===== src/rtl/mem_stage_pkg.sv =====
// Shared encodings for the MIPS memory stage: load/store size modes, FSM states,
// byte-enable patterns and the alignment rule.
package mem_stage_pkg;

    localparam logic [1:0] LM_WORD  = 2'b00;
    localparam logic [1:0] LM_HALF  = 2'b01;
    localparam logic [1:0] LM_BYTE  = 2'b10;
    localparam logic [1:0] LM_BYTEU = 2'b11;

    typedef enum logic [0:0] {
        ST_IDLE = 1'b0,
        ST_WAIT = 1'b1
    } state_t;

    localparam logic [3:0] BE_ALL = 4'b1111;
    localparam logic [3:0] BE_HI  = 4'b1100;
    localparam logic [3:0] BE_LO  = 4'b0011;
    localparam logic [3:0] BE_B0  = 4'b0001;

    // Byte accesses (load or store, modes 1x) can never be misaligned.
    function automatic logic is_misaligned(input logic [1:0] lm, input logic [1:0] addr_lo);
        logic bad;
        case (lm)
            LM_WORD: bad = (addr_lo != 2'b00);
            LM_HALF: bad = addr_lo[0];
            default: bad = 1'b0;
        endcase
        return bad;
    endfunction

endpackage


===== src/rtl/mem_load_align.sv =====
// Load-data formatter: picks the half/byte lane addressed by addr[1:0] and
// sign- or zero-extends it according to load_mode.
module mem_load_align
    import mem_stage_pkg::*;
(
    input  logic [31:0] rdata,
    input  logic [1:0]  addr,
    input  logic [1:0]  load_mode,
    output logic [31:0] data
);

    logic [15:0] half_s;
    logic [7:0]  byte_s;

    // Lane select and extension
    always_comb begin
        half_s = addr[1] ? rdata[31:16] : rdata[15:0];
        case (addr)
            2'b00:   byte_s = rdata[7:0];
            2'b01:   byte_s = rdata[15:8];
            2'b10:   byte_s = rdata[23:16];
            default: byte_s = rdata[31:24];
        endcase
        case (load_mode)
            LM_WORD:  data = rdata;
            LM_HALF:  data = {{16{half_s[15]}}, half_s};
            LM_BYTE:  data = {{24{byte_s[7]}}, byte_s};
            LM_BYTEU: data = {24'h00_0000, byte_s};
            default:  data = rdata;
        endcase
    end

endmodule


===== src/rtl/mem_stage_ctrl.sv =====
// MIPS memory stage: req/ack data-memory bus control, store lane formatting,
// load alignment, branch resolution and MEM/WB register.
// Optional macro MEM_TIMEOUT_EN adds an ack watchdog and the bus_err output.
module mem_stage_ctrl
    import mem_stage_pkg::*;
#(
    parameter int TIMEOUT_CYCLES = 16
) (
    input  logic        clk,
    input  logic        rst_n,
    input  logic        in_valid,
    input  logic        in_RegWrite,
    input  logic        in_MemWrite,
    input  logic        in_MemRead,
    input  logic        in_MemToReg,
    input  logic        in_branch,
    input  logic        in_zero,
    input  logic [1:0]  in_load_mode,
    input  logic [4:0]  in_dest,
    input  logic [31:0] in_alu_result,
    input  logic [31:0] in_rt,
    input  logic [31:0] in_pc,
    output logic        stall,
    output logic        pc_src,
    output logic [31:0] branch_target,
    output logic        mem_req,
    output logic        mem_we,
    output logic [31:0] mem_addr,
    output logic [31:0] mem_wdata,
    output logic [3:0]  mem_be,
    input  logic [31:0] mem_rdata,
    input  logic        mem_ack,
    output logic        wb_valid,
    output logic        wb_RegWrite,
    output logic        wb_MemToReg,
    output logic [31:0] wb_read_data,
    output logic [31:0] wb_alu_result,
    output logic [4:0]  wb_dest,
`ifdef MEM_TIMEOUT_EN
    output logic        bus_err,
`endif
    output logic        misalign
);

    state_t      state_r;
    state_t      state_nxt_s;
    logic        mem_op_s;
    logic        misal_s;
    logic        tout_hit_s;
    logic        act_pass_s;
    logic        act_misal_s;
    logic        act_issue_s;
    logic        act_done_s;
    logic        act_tout_s;
    logic [31:0] wdata_s;
    logic [3:0]  be_s;
    logic [31:0] load_data_s;

    logic        hold_regwrite_r;
    logic        hold_memtoreg_r;
    logic        hold_we_r;
    logic [4:0]  hold_dest_r;
    logic [31:0] hold_alu_r;
    logic [1:0]  hold_lm_r;

    assign stall         = (state_r == ST_WAIT);
    assign pc_src        = in_valid & in_branch & in_zero & (state_r == ST_IDLE);
    assign branch_target = in_pc;

    // Store data lane replication and byte enables; loads enable all lanes
    always_comb begin
        wdata_s = 32'h0000_0000;
        be_s    = BE_ALL;
        if (in_MemWrite) begin
            case (in_load_mode)
                LM_WORD: begin
                    wdata_s = in_rt;
                    be_s    = BE_ALL;
                end
                LM_HALF: begin
                    wdata_s = {2{in_rt[15:0]}};
                    be_s    = in_alu_result[1] ? BE_HI : BE_LO;
                end
                default: begin
                    wdata_s = {4{in_rt[7:0]}};
                    be_s    = BE_B0 << in_alu_result[1:0];
                end
            endcase
        end else begin
            wdata_s = 32'h0000_0000;
            be_s    = BE_ALL;
        end
    end

    // Next-state decode and one-hot action selection
    always_comb begin
        state_nxt_s = state_r;
        mem_op_s    = in_MemRead | in_MemWrite;
        misal_s     = is_misaligned(in_load_mode, in_alu_result[1:0]);
        act_pass_s  = 1'b0;
        act_misal_s = 1'b0;
        act_issue_s = 1'b0;
        act_done_s  = 1'b0;
        act_tout_s  = 1'b0;
        case (state_r)
            ST_IDLE: begin
                if (!in_valid) begin
                    state_nxt_s = ST_IDLE;
                end else if (!mem_op_s) begin
                    act_pass_s = 1'b1;
                end else if (misal_s) begin
                    act_misal_s = 1'b1;
                end else begin
                    act_issue_s = 1'b1;
                    state_nxt_s = ST_WAIT;
                end
            end
            ST_WAIT: begin
                if (mem_ack) begin
                    act_done_s  = 1'b1;
                    state_nxt_s = ST_IDLE;
                end else if (tout_hit_s) begin
                    act_tout_s  = 1'b1;
                    state_nxt_s = ST_IDLE;
                end else begin
                    state_nxt_s = ST_WAIT;
                end
            end
            default: state_nxt_s = ST_IDLE;
        endcase
    end

    // State register
    always_ff @(posedge clk or negedge rst_n) begin
        if (!rst_n) begin
            state_r <= ST_IDLE;
        end else begin
            state_r <= state_nxt_s;
        end
    end

    // Hold registers: EX/MEM may change while the access is outstanding
    always_ff @(posedge clk or negedge rst_n) begin
        if (!rst_n) begin
            hold_regwrite_r <= 1'b0;
            hold_memtoreg_r <= 1'b0;
            hold_we_r       <= 1'b0;
            hold_dest_r     <= 5'd0;
            hold_alu_r      <= 32'h0000_0000;
            hold_lm_r       <= 2'b00;
        end else if (act_issue_s) begin
            hold_regwrite_r <= in_RegWrite;
            hold_memtoreg_r <= in_MemToReg;
            hold_we_r       <= in_MemWrite;
            hold_dest_r     <= in_dest;
            hold_alu_r      <= in_alu_result;
            hold_lm_r       <= in_load_mode;
        end
    end

    // Bus request registers; address, data and enables stay frozen through WAIT
    always_ff @(posedge clk or negedge rst_n) begin
        if (!rst_n) begin
            mem_req   <= 1'b0;
            mem_we    <= 1'b0;
            mem_addr  <= 32'h0000_0000;
            mem_wdata <= 32'h0000_0000;
            mem_be    <= 4'b0000;
        end else if (act_issue_s) begin
            mem_req   <= 1'b1;
            mem_we    <= in_MemWrite;
            mem_addr  <= {in_alu_result[31:2], 2'b00};
            mem_wdata <= wdata_s;
            mem_be    <= be_s;
        end else if (act_done_s || act_tout_s) begin
            mem_req   <= 1'b0;
            mem_we    <= 1'b0;
        end
    end

    mem_load_align u_align (
        .rdata     (mem_rdata),
        .addr      (hold_alu_r[1:0]),
        .load_mode (hold_lm_r),
        .data      (load_data_s)
    );

    // MEM/WB register; failed accesses complete with the register write suppressed
    always_ff @(posedge clk or negedge rst_n) begin
        if (!rst_n) begin
            wb_valid      <= 1'b0;
            wb_RegWrite   <= 1'b0;
            wb_MemToReg   <= 1'b0;
            wb_read_data  <= 32'h0000_0000;
            wb_alu_result <= 32'h0000_0000;
            wb_dest       <= 5'd0;
        end else begin
            wb_valid <= act_pass_s | act_misal_s | act_done_s | act_tout_s;
            if (act_pass_s || act_misal_s) begin
                wb_RegWrite   <= in_RegWrite & act_pass_s;
                wb_MemToReg   <= in_MemToReg;
                wb_read_data  <= 32'h0000_0000;
                wb_alu_result <= in_alu_result;
                wb_dest       <= in_dest;
            end else if (act_done_s) begin
                wb_RegWrite   <= hold_regwrite_r;
                wb_MemToReg   <= hold_memtoreg_r;
                wb_read_data  <= hold_we_r ? 32'h0000_0000 : load_data_s;
                wb_alu_result <= hold_alu_r;
                wb_dest       <= hold_dest_r;
            end else if (act_tout_s) begin
                wb_RegWrite   <= 1'b0;
                wb_MemToReg   <= hold_memtoreg_r;
                wb_read_data  <= 32'h0000_0000;
                wb_alu_result <= hold_alu_r;
                wb_dest       <= hold_dest_r;
            end
        end
    end

    // Misalignment pulse
    always_ff @(posedge clk or negedge rst_n) begin
        if (!rst_n) begin
            misalign <= 1'b0;
        end else begin
            misalign <= act_misal_s;
        end
    end

`ifdef MEM_TIMEOUT_EN
    localparam int CNT_W = ($clog2(TIMEOUT_CYCLES + 1) > 5) ? $clog2(TIMEOUT_CYCLES + 1) : 5;

    logic [CNT_W-1:0] tout_cnt_r;

    // The last WAIT cycle before the limit is the one that gives up
    assign tout_hit_s = (tout_cnt_r == CNT_W'(TIMEOUT_CYCLES - 1));

    // Ack watchdog counter, restarted on every issue
    always_ff @(posedge clk or negedge rst_n) begin
        if (!rst_n) begin
            tout_cnt_r <= '0;
        end else if (act_issue_s) begin
            tout_cnt_r <= '0;
        end else if (state_r == ST_WAIT) begin
            tout_cnt_r <= tout_cnt_r + CNT_W'(1);
        end
    end

    // Bus error pulse
    always_ff @(posedge clk or negedge rst_n) begin
        if (!rst_n) begin
            bus_err <= 1'b0;
        end else begin
            bus_err <= act_tout_s;
        end
    end
`else
    assign tout_hit_s = 1'b0;
`endif

endmodule


===== config.mk =====
export PLATFORM = sky130hd
export DESIGN_NAME = mem_stage_ctrl
export DESIGN_NICKNAME = d
export VERILOG_FILES = /design/src/rtl/mem_stage_pkg.sv /design/src/rtl/mem_load_align.sv /design/src/rtl/mem_stage_ctrl.sv
export SDC_FILE = /design/constraint.sdc
export NUM_CORES = 1
export LEC_CHECK = 0
export ABC_AREA = 1
export BUFFER_PORTS_ARGS = -buffer_cell sky130_fd_sc_hd__clkbuf_2
export CAP_MARGIN = 15
export CORE_UTILIZATION = 47
export CTS_CLUSTER_DIAMETER = 120
export DETAILED_ROUTE_END_ITERATION = 10
export MAX_ROUTING_LAYER = met4
export PLACE_DENSITY = 0.78
export RECOVER_POWER = 50
export SLEW_MARGIN = 25
export SYNTH_ARGS = -nofsm -noshare
export SYNTH_HDL_FRONTEND = slang
export SYNTH_SLANG_ARGS = --single-unit

===== constraint.sdc =====
create_clock -name clk -period 1.9 [get_ports clk]
set_clock_uncertainty 0.1 [all_clocks]
set_input_delay 0.38 -clock clk [delete_from_list [all_inputs] [get_ports clk]]
set_output_delay 0.38 -clock clk [all_outputs]
set_load 0.1 [all_outputs]

* Yosys cells after proc, flatten, opt, wreduce, memory -nomap -nowiden
Index checks and enable logic that the tools add are counted.
Word-level totals: register bits 184, latch bits 0, memory bits (writable) 0, memory bits (read-only) 0, input bits 145, output and inout bits 177, memories 0
Cells by class: add/sub/neg operators 0, multiply operators 0, div/mod/pow operators 0, order comparisons 0, equal/unequal tests 6, shift operators 1, mux-type cells 38, bitwise operators 8, reductions and logical operators 7
Operators by type and width (number):
- $mux 32 | 6
- $pmux 32 s4 | 1
- $pmux 32 s2 | 1
- $pmux 8 s3 | 1
- $mux 1 | 21
- $mux 16 | 1
- $mux 5 | 2
- $mux 4 | 2
- $pmux 4 s2 | 1
- $eq 2x1->1 const B | 3
- $eq 2x2->1 const B | 3
- $logic_not 2->1 | 3
- $reduce_bool 2->1 | 3
- $and 1x1->1 | 4
- $pmux 1 s2 | 2
- $shl 1x2->4 const A | 1
- $or 1x1->1 | 3
- $logic_or 1x1->1 | 1
- $not 1->1 | 1

* Logic depth before layout (Yosys ltp)
Gate-level depths: netlist of the first run.
depth after elaboration 8, gate-level depth with buffers 11

* Modules after synthesis
A second synthesis of the first run with hierarchy kept.
Second synthesis, totals: cells, all modules 1017, area total of the unflattened synthesis 7987.7 um^2
Modules (own cells, without submodules):
- mem_stage_ctrl | instances 1, cells an instance 834, area an instance 7078.0 um^2, seq. area each 3853.7 um^2
- mem_load_align | instances 1, cells an instance 183, area an instance 909.6 um^2, seq. area each 0.0 um^2

* Least setup slack after synthesis of the first run
Ideal clock, no wire load.
path kind register -> output, start register state_r (netlist: stall), end output port pc_src, data arrival time 2.291 ns, data required time 1.420 ns, setup slack -0.871 ns, cell stages (with the launch flop) 4, buffers on the path 0, cells stage by stage dfrtp_1 -> inv_1 -> nand2_1 -> nor2_1
On the way: word-level cells in the longest chain between the ends 2
Ends and longest elaborated chain:
- start, declared | line mem_stage_ctrl.sv:45 | state_t state_r;
- start signal, assigned | line mem_stage_ctrl.sv:138 | state_r <= state_nxt_s;
- $not 1->1
- $and 1x1->1 | line mem_stage_ctrl.sv:67 | assign pc_src = in_valid & in_branch & in_zero & (state_r == ST_IDLE);
- end, declared | line mem_stage_ctrl.sv:24 | output logic pc_src,
No other way between the ends.

* Worst setup path after layout of the first run
Same ends and word-level chain as after synthesis.

==> flow_summary.ini, run 1 <==
[global_route]
grt_pass1_wl_um = 37400
antenna_found_initial = 0
gr-total-overflow = 0
grt_usage_pct = 28.1
grt_pass1_vias = 7222
grt_start_max_net_pins = 75

[critical_path]
r2r_slack_ns = 0.14
crit_fanout = 3
cpPeakStageDelay_ns = 0.43
critical_path.cell_chain = inv_1 > nand2_2 > nor2_4 > buf_12
cp-startpoint = stall$_DFF_PN0_
crit_buf_inv = 2
reg2regPathDepth = 5
cp-start-kind = flip-flop
crit_family = flip-flops
cp-end-kind = output port
crit_slowest_cell = dfrtp_2
arrival_ns = 1.35
rr_startpoint = stall$_DFF_PN0_
worst_ep_required_time_ns = 1.42
path_class = reg2out
reg2reg_to = wb_RegWrite$_DFFE_PN0P_

[clock_tree]
path_clk_slew_ns = 0.07
root_buffer = clkbuf_16
max-clock-path-buffers = 2
clock-sinks = 154
clock_latency_ns = 0.43
numCtsBuffers = 17
cts_tree = yes
cts_htree_levels = 4
cts_setup_buffers = 0

[detailed_routing]
drt_iter0_markers = 683
wl_per_cell_um = 15.9
antenna_left = 0
vias_per_cell = 5.26
drc = 0
via_count = 7565
wirelength_um = 22900
drt_pass1_iterations = 6

[logic_synthesis]
yosysSeqAreaShare_pct = 48.3
ys.flop_type = dfrtp_1
synth-seq-cells = 154
syn_avg_cell_area_um2 = 7.75
synth_edf_count = 0
async_reset_ff_share_pct = 100
netlist-cell-type-count = 27
ys_warn_count = 0
synth_cells = 1028
syn_area_um2 = 7970

[timing]
slew_violations = 0
hold_violations = 0
worst_slack_ns = 0.0686
hold_ws_ns = 0.0503
relSlewSlack_pct = 43.7
finalCritPeriodShare_pct = 96.4
max_freq_mhz = 546
rsz0062_at_grt = no
layout_min_cycle_time_ns = 1.83
tns_ns = 0
tightest_slew_ns = 0.844
setup_viol = 0

[hold_path]
holdCritPathClass = in2reg
hold_path_startpoint = in_alu_result[3]
hold_path_end = hold_alu_r[3]$_DFFE_PN0P_
min_path_cells = 3

[placement]
gp_congestion = 0.946
dp_hpwl_um = 15700
port_buffers = 255
place_area_um2 = 9080
dp_worst_setup_slack_ns = 0.138

[floorplan]
dieArea_um2 = 17500
die_x_um = 132
io_pins = 322
initial_utilization_pct = 48.1
die_h_um = 132
num_rows = 47
core_area_um2 = 16600

[final_layout]
antenna_cells = 0
syn2layout_area_growth_pct = 21.0
fin_area_um2 = 9650
drive_above_1_share_pct = 27.5
nNetsFinal = 1349

[pwr]
intPower_mw = 7.46
p_comb_share_pct = 52.7
p_sw_share_pct = 57.1
peakVddDrop_mv = 0.942
powerDensity_nw_per_um2 = 1800
p_clk_share_pct = 20.2
leakagePower_nw = 5.50
power_frac_seq_pct = 27.1
p_switching_mw = 9.94

[run]
drv_cap = 0

[status]
outcome = complete, no violations
## cell usage after synthesis (2+ instances only)
| cell type | count | share of area, % |
|---|---|---|
| a21oi_1 | 23 | 1.4 |
| buf_1 | 7 | 0.33 |
| buf_2 | 34 | 2.1 |
| buf_4 | 71 | 6.7 |
| buf_6 | 6 | 0.85 |
| clkbuf_1 | 13 | 0.61 |
| dfrtp_1 | 154 | 48 |
| inv_1 | 62 | 2.9 |
| inv_2 | 3 | 0.14 |
| nand2_1 | 378 | 18 |
| nand2_2 | 2 | 0.16 |
| nand3_1 | 61 | 3.8 |
| nand3_2 | 2 | 0.25 |
| nand4_1 | 71 | 5.6 |
| nor2_1 | 36 | 1.7 |
| nor2_4 | 2 | 0.28 |
| nor3_1 | 4 | 0.25 |
| o21ai_0 | 85 | 5.3 |
| o21ai_1 | 2 | 0.13 |
| o21bai_1 | 5 | 0.47 |
## cell type report
type / instances / area, µm²
clock buffers: 17 / 425
clock inverters: 15 / 184
fillers: 1578 / 6940
inverters: 66 / 248
multi-input cells: 678 / 3040
flip-flops and latches: 154 / 3850
well taps: 220 / 275
repair buffers: 287 / 1620
## repair_timing
| item | in CTS | in global routing |
|---|---|---|
| endpoints found under the hold margin | 51 | 0 |
| hold buffers | 1 | 0 |
| resized for setup | 1 | 0 |
| endpoints found under the setup margin | 1 | 0 |
## state kept, by name (all words and copies together) (netlist names)
name             flops
wb_dest              5
hold_regwrite_r      1
mem_we               1
misalign             1
wb_MemToReg          1
wb_valid             1
wb_RegWrite          1
hold_dest_r          5
hold_memtoreg_r      1
hold_lm_r            2
hold_alu_r          32
wb_alu_result       32
stall                1
hold_we_r            1
mem_be               4
mem_req              1
wb_read_data        32
mem_wdata           32
## power groups by stage
stage,Clock [mW],Combinational [mW],Sequential [mW]
2_1_floorplan,0,3.37,9.44
3_3_place_gp,0,9.12,4.74
3_5_place_dp,0,9.20,4.77
4_1_cts,3.57,9.22,4.72
5_1_grt,3.72,9.57,4.83
6_report,3.51,9.17,4.72
## per-stage QoR
step | total power, mW | cells | utilization (%)
2_1_floorplan | 12.8 | 1029 | -
3_5_place_dp | 14.0 | 1404 | 54.7
5_1_grt | 18.1 | 1437 | 58.2
3_3_place_gp | 13.9 | 1404 | 54.7
6_report | 17.4 | 1437 | 58.2
4_1_cts | 17.5 | 1437 | 58.5
## kinds of logic after synthesis
logic type | Yosys count | share of synthesized area, %
AO/OA/AOI/OAI | 117 | 7.58
buffers and inverters | 197 | 13.7
flip-flops | 154 | 48.3
other | 1 | 0.0470
AND/OR/NAND/NOR | 559 | 30.3
## per-layer routing
| layer | GRT usage, % | wire length [µm] | vias up | share of wire, % |
|---|---|---|---|---|
| met4 | 11.7 | 690 | 0 | 3.0 |
| met3 | 5.81 | 1810 | 58 | 7.9 |
| met1 | 37.3 | 9920 | 3507 | 43 |
| met5 | - | 0 | - | 0 |
| met2 | 41.8 | 10500 | 383 | 46 |
| li1 | - | - | 3617 | - |
## worst max-delay path by stage
stage,end,cells after the start,slack [ns]
2_1_floorplan,pc_src,3,0.06
3_3_place_gp,mem_we$_DFFE_PN0P_,9,0.17
3_5_place_dp,mem_we$_DFFE_PN0P_,9,0.14
4_1_cts,pc_src,4,0.05
5_1_grt,wb_read_data[1]$_DFFE_PN0P_,7,0.004
6_report,pc_src,4,0.07
## placed cells by master (no fill, tap or decap), types with 3 or more instances in the layout
cell	n
clkbuf_2	255
nand4_1	71
nor2_1	35
nor2_4	3
buf_4	18
inv_6	6
nand2_2	5
nand2_1	375
o21bai_1	5
inv_1	63
a21oi_1	23
buf_12	8
dfrtp_1	153
o21ai_0	86
nor3_1	4
nand3_1	61
clkbuf_16	17
## worst register-to-register path, delay by kind of cell, from the launching register on
family | cells | cell delay (ns)
flops | 1 | 0.43
simple gates | 3 | 0.42
buf+inv | 2 | 0.73
(Power assumes the default switching activity.)
==> inputs of run 2 (changes only) <==
BUFFER_PORTS_ARGS = -buffer_cell sky130_fd_sc_hd__buf_2   (was -buffer_cell sky130_fd_sc_hd__clkbuf_2)
==> flow_summary.ini, run 2 (synthesized netlist as in run 1, its figures left out) <==
[global_route]
grt_start_max_net_pins = 75
grt_use_met3_pct = 5.50
grt_pass1_vias = 7168
grt_usage_pct = 27.5
antenna_found_initial = 0
gr-total-overflow = 0
grtUsageMet2_pct = 42.0
gr-max-usage-layer = met2
grt_pass1_wl_um = 36900
grt_use_met1_pct = 36.3

[final_layout]
utilization_pct = 58.2
syn2layout_area_growth_pct = 21.0
final_cells = 1435
antenna_cells = 0
final_common_cell = nand2_1
nNetsFinal = 1347
final_cell_mix = nand2_1 (375), buf_2 (253), dfrtp_1 (153), o21ai_0 (85), nand4_1 (71)
drive_above_1_share_pct = 27.2

[timing]
tightest_slew_ns = 0.832
rsz0062_at_grt = no
max_freq_mhz = 559
tns_ns = 0
relSlewSlack_pct = 44.5
finalCritPeriodShare_pct = 94.1
hold_violations = 0
slew_violations = 0
setup_viol = 0
layout_min_cycle_time_ns = 1.79

[detailed_routing]
wl_per_cell_um = 15.8
drt_pass1_iterations = 5
vias_per_cell = 5.30
antenna_left = 0
via_count = 7603
drc = 0
drt_iter0_markers = 788
wirelength_um = 22600

[run]
drv_cap = 0

[floorplan]
initial_utilization_pct = 48.1
dieArea_um2 = 17500
io_pins = 322
die_x_um = 132
num_rows = 47
die_h_um = 132
core_area_um2 = 16600

[hold_path]
holdCritPathClass = in2reg
min_path_cells = 2
hold_path_startpoint = mem_ack

[critical_path]
critical_path.cell_chain = inv_1 > nand2_2 > nor2_4 > buf_12
path_class = reg2out
cp-start-kind = flip-flop
crit_slowest_cell = dfrtp_2
reg2regPathDepth = 7
crit_fanout = 3
cp-end-kind = output port
cpPeakStageDelay_ns = 0.42
arrival_ns = 1.31
rr_startpoint = stall$_DFF_PN0_
cp-startpoint = stall$_DFF_PN0_
worst_ep_required_time_ns = 1.42

[placement]
gp_congestion = 0.897
port_buffers = 255
place_inst = 1402
dp_hpwl_um = 15400

[pwr]
leakagePower_nw = 5.50
peakVddDrop_mv = 1.06
powerDensity_nw_per_um2 = 1810

[clock_tree]
root_buffer = clkbuf_16
max-clock-path-buffers = 2
cts_htree_levels = 4
cts_setup_buffers = 0
clock_latency_ns = 0.42
clock-sinks = 154
path_clk_slew_ns = 0.06
cts_tree = yes
numCtsBuffers = 17

[status]
outcome = complete, no violations
==> run 2: cell types whose count changed in the layout (fill, tap and decap cells not counted), sizes merged <==
cell / change
inv: -3
clkinv: -4
clkbuf: -249
clkinvlp: +2
buf: +251
bufinv: +1
==> run 2: through the flow <==
step	total power, mW	hold WS (ns)	cell area (µm²)	setup slack, ns
2_1_floorplan	12.8	-0.0156	7980	0.0647
3_3_place_gp	13.9	0.294	9060	0.184
3_5_place_dp	14.0	0.295	9060	0.166
4_1_cts	17.5	0.0403	9690	0.0313
5_1_grt	18.1	0.0514	9650	0.0321
6_report	17.4	0.0521	9650	0.111
==> run 2: cell type report <==
type	count	area, µm²
sequential	154	3850
tap	220	275
multi-input combinational	678	3040
clock buffer	21	460
timing repair buffer	285	1610
clock inverter	11	156
fill	1539	6940
inverter	66	248
==> run 2: what timing repair did <==
action / CTS / global route
hold buffers: 1 / 0
endpoints found under the hold margin: 54 / 0
resized for setup: 0 / 1
setup endpoints to repair: 0 / 1
==> run 2: worst paths after layout <==
kind	end	slack, ns
max in group asynchronous	hold_alu_r[6]$_DFFE_PN0P_	0.34
min	stall$_DFF_PN0_	0.05
max reg2reg	mem_wdata[24]$_DFFE_PN0P_	0.19
min reg2reg	hold_dest_r[1]$_DFFE_PN0P_	0.38
min in group asynchronous	wb_read_data[17]$_DFFE_PN0P_	0.50
max	pc_src	0.11
==> run 2: worst max-delay path, delay by kind of cell (launching register included) <==
family                 cells  cell delay [ns]
flip-flops                 1             0.42
buffers and inverters      2             0.26
AND/OR/NAND/NOR            2             0.20
==> run 2: power breakdown <==
group          switching [mW]  internal, mW  total, mW
clock network            1.39          2.16       3.55
registers               0.559          4.15       4.71
logic                    7.83          1.36       9.18
==> run 2: per-layer routing <==
layer / vias to the layer above / share of wire [%]
li1: 3603 / -
met5: - / 0
met2: 408 / 47
met3: 56 / 8.0
met1: 3536 / 42
met4: 0 / 2.5
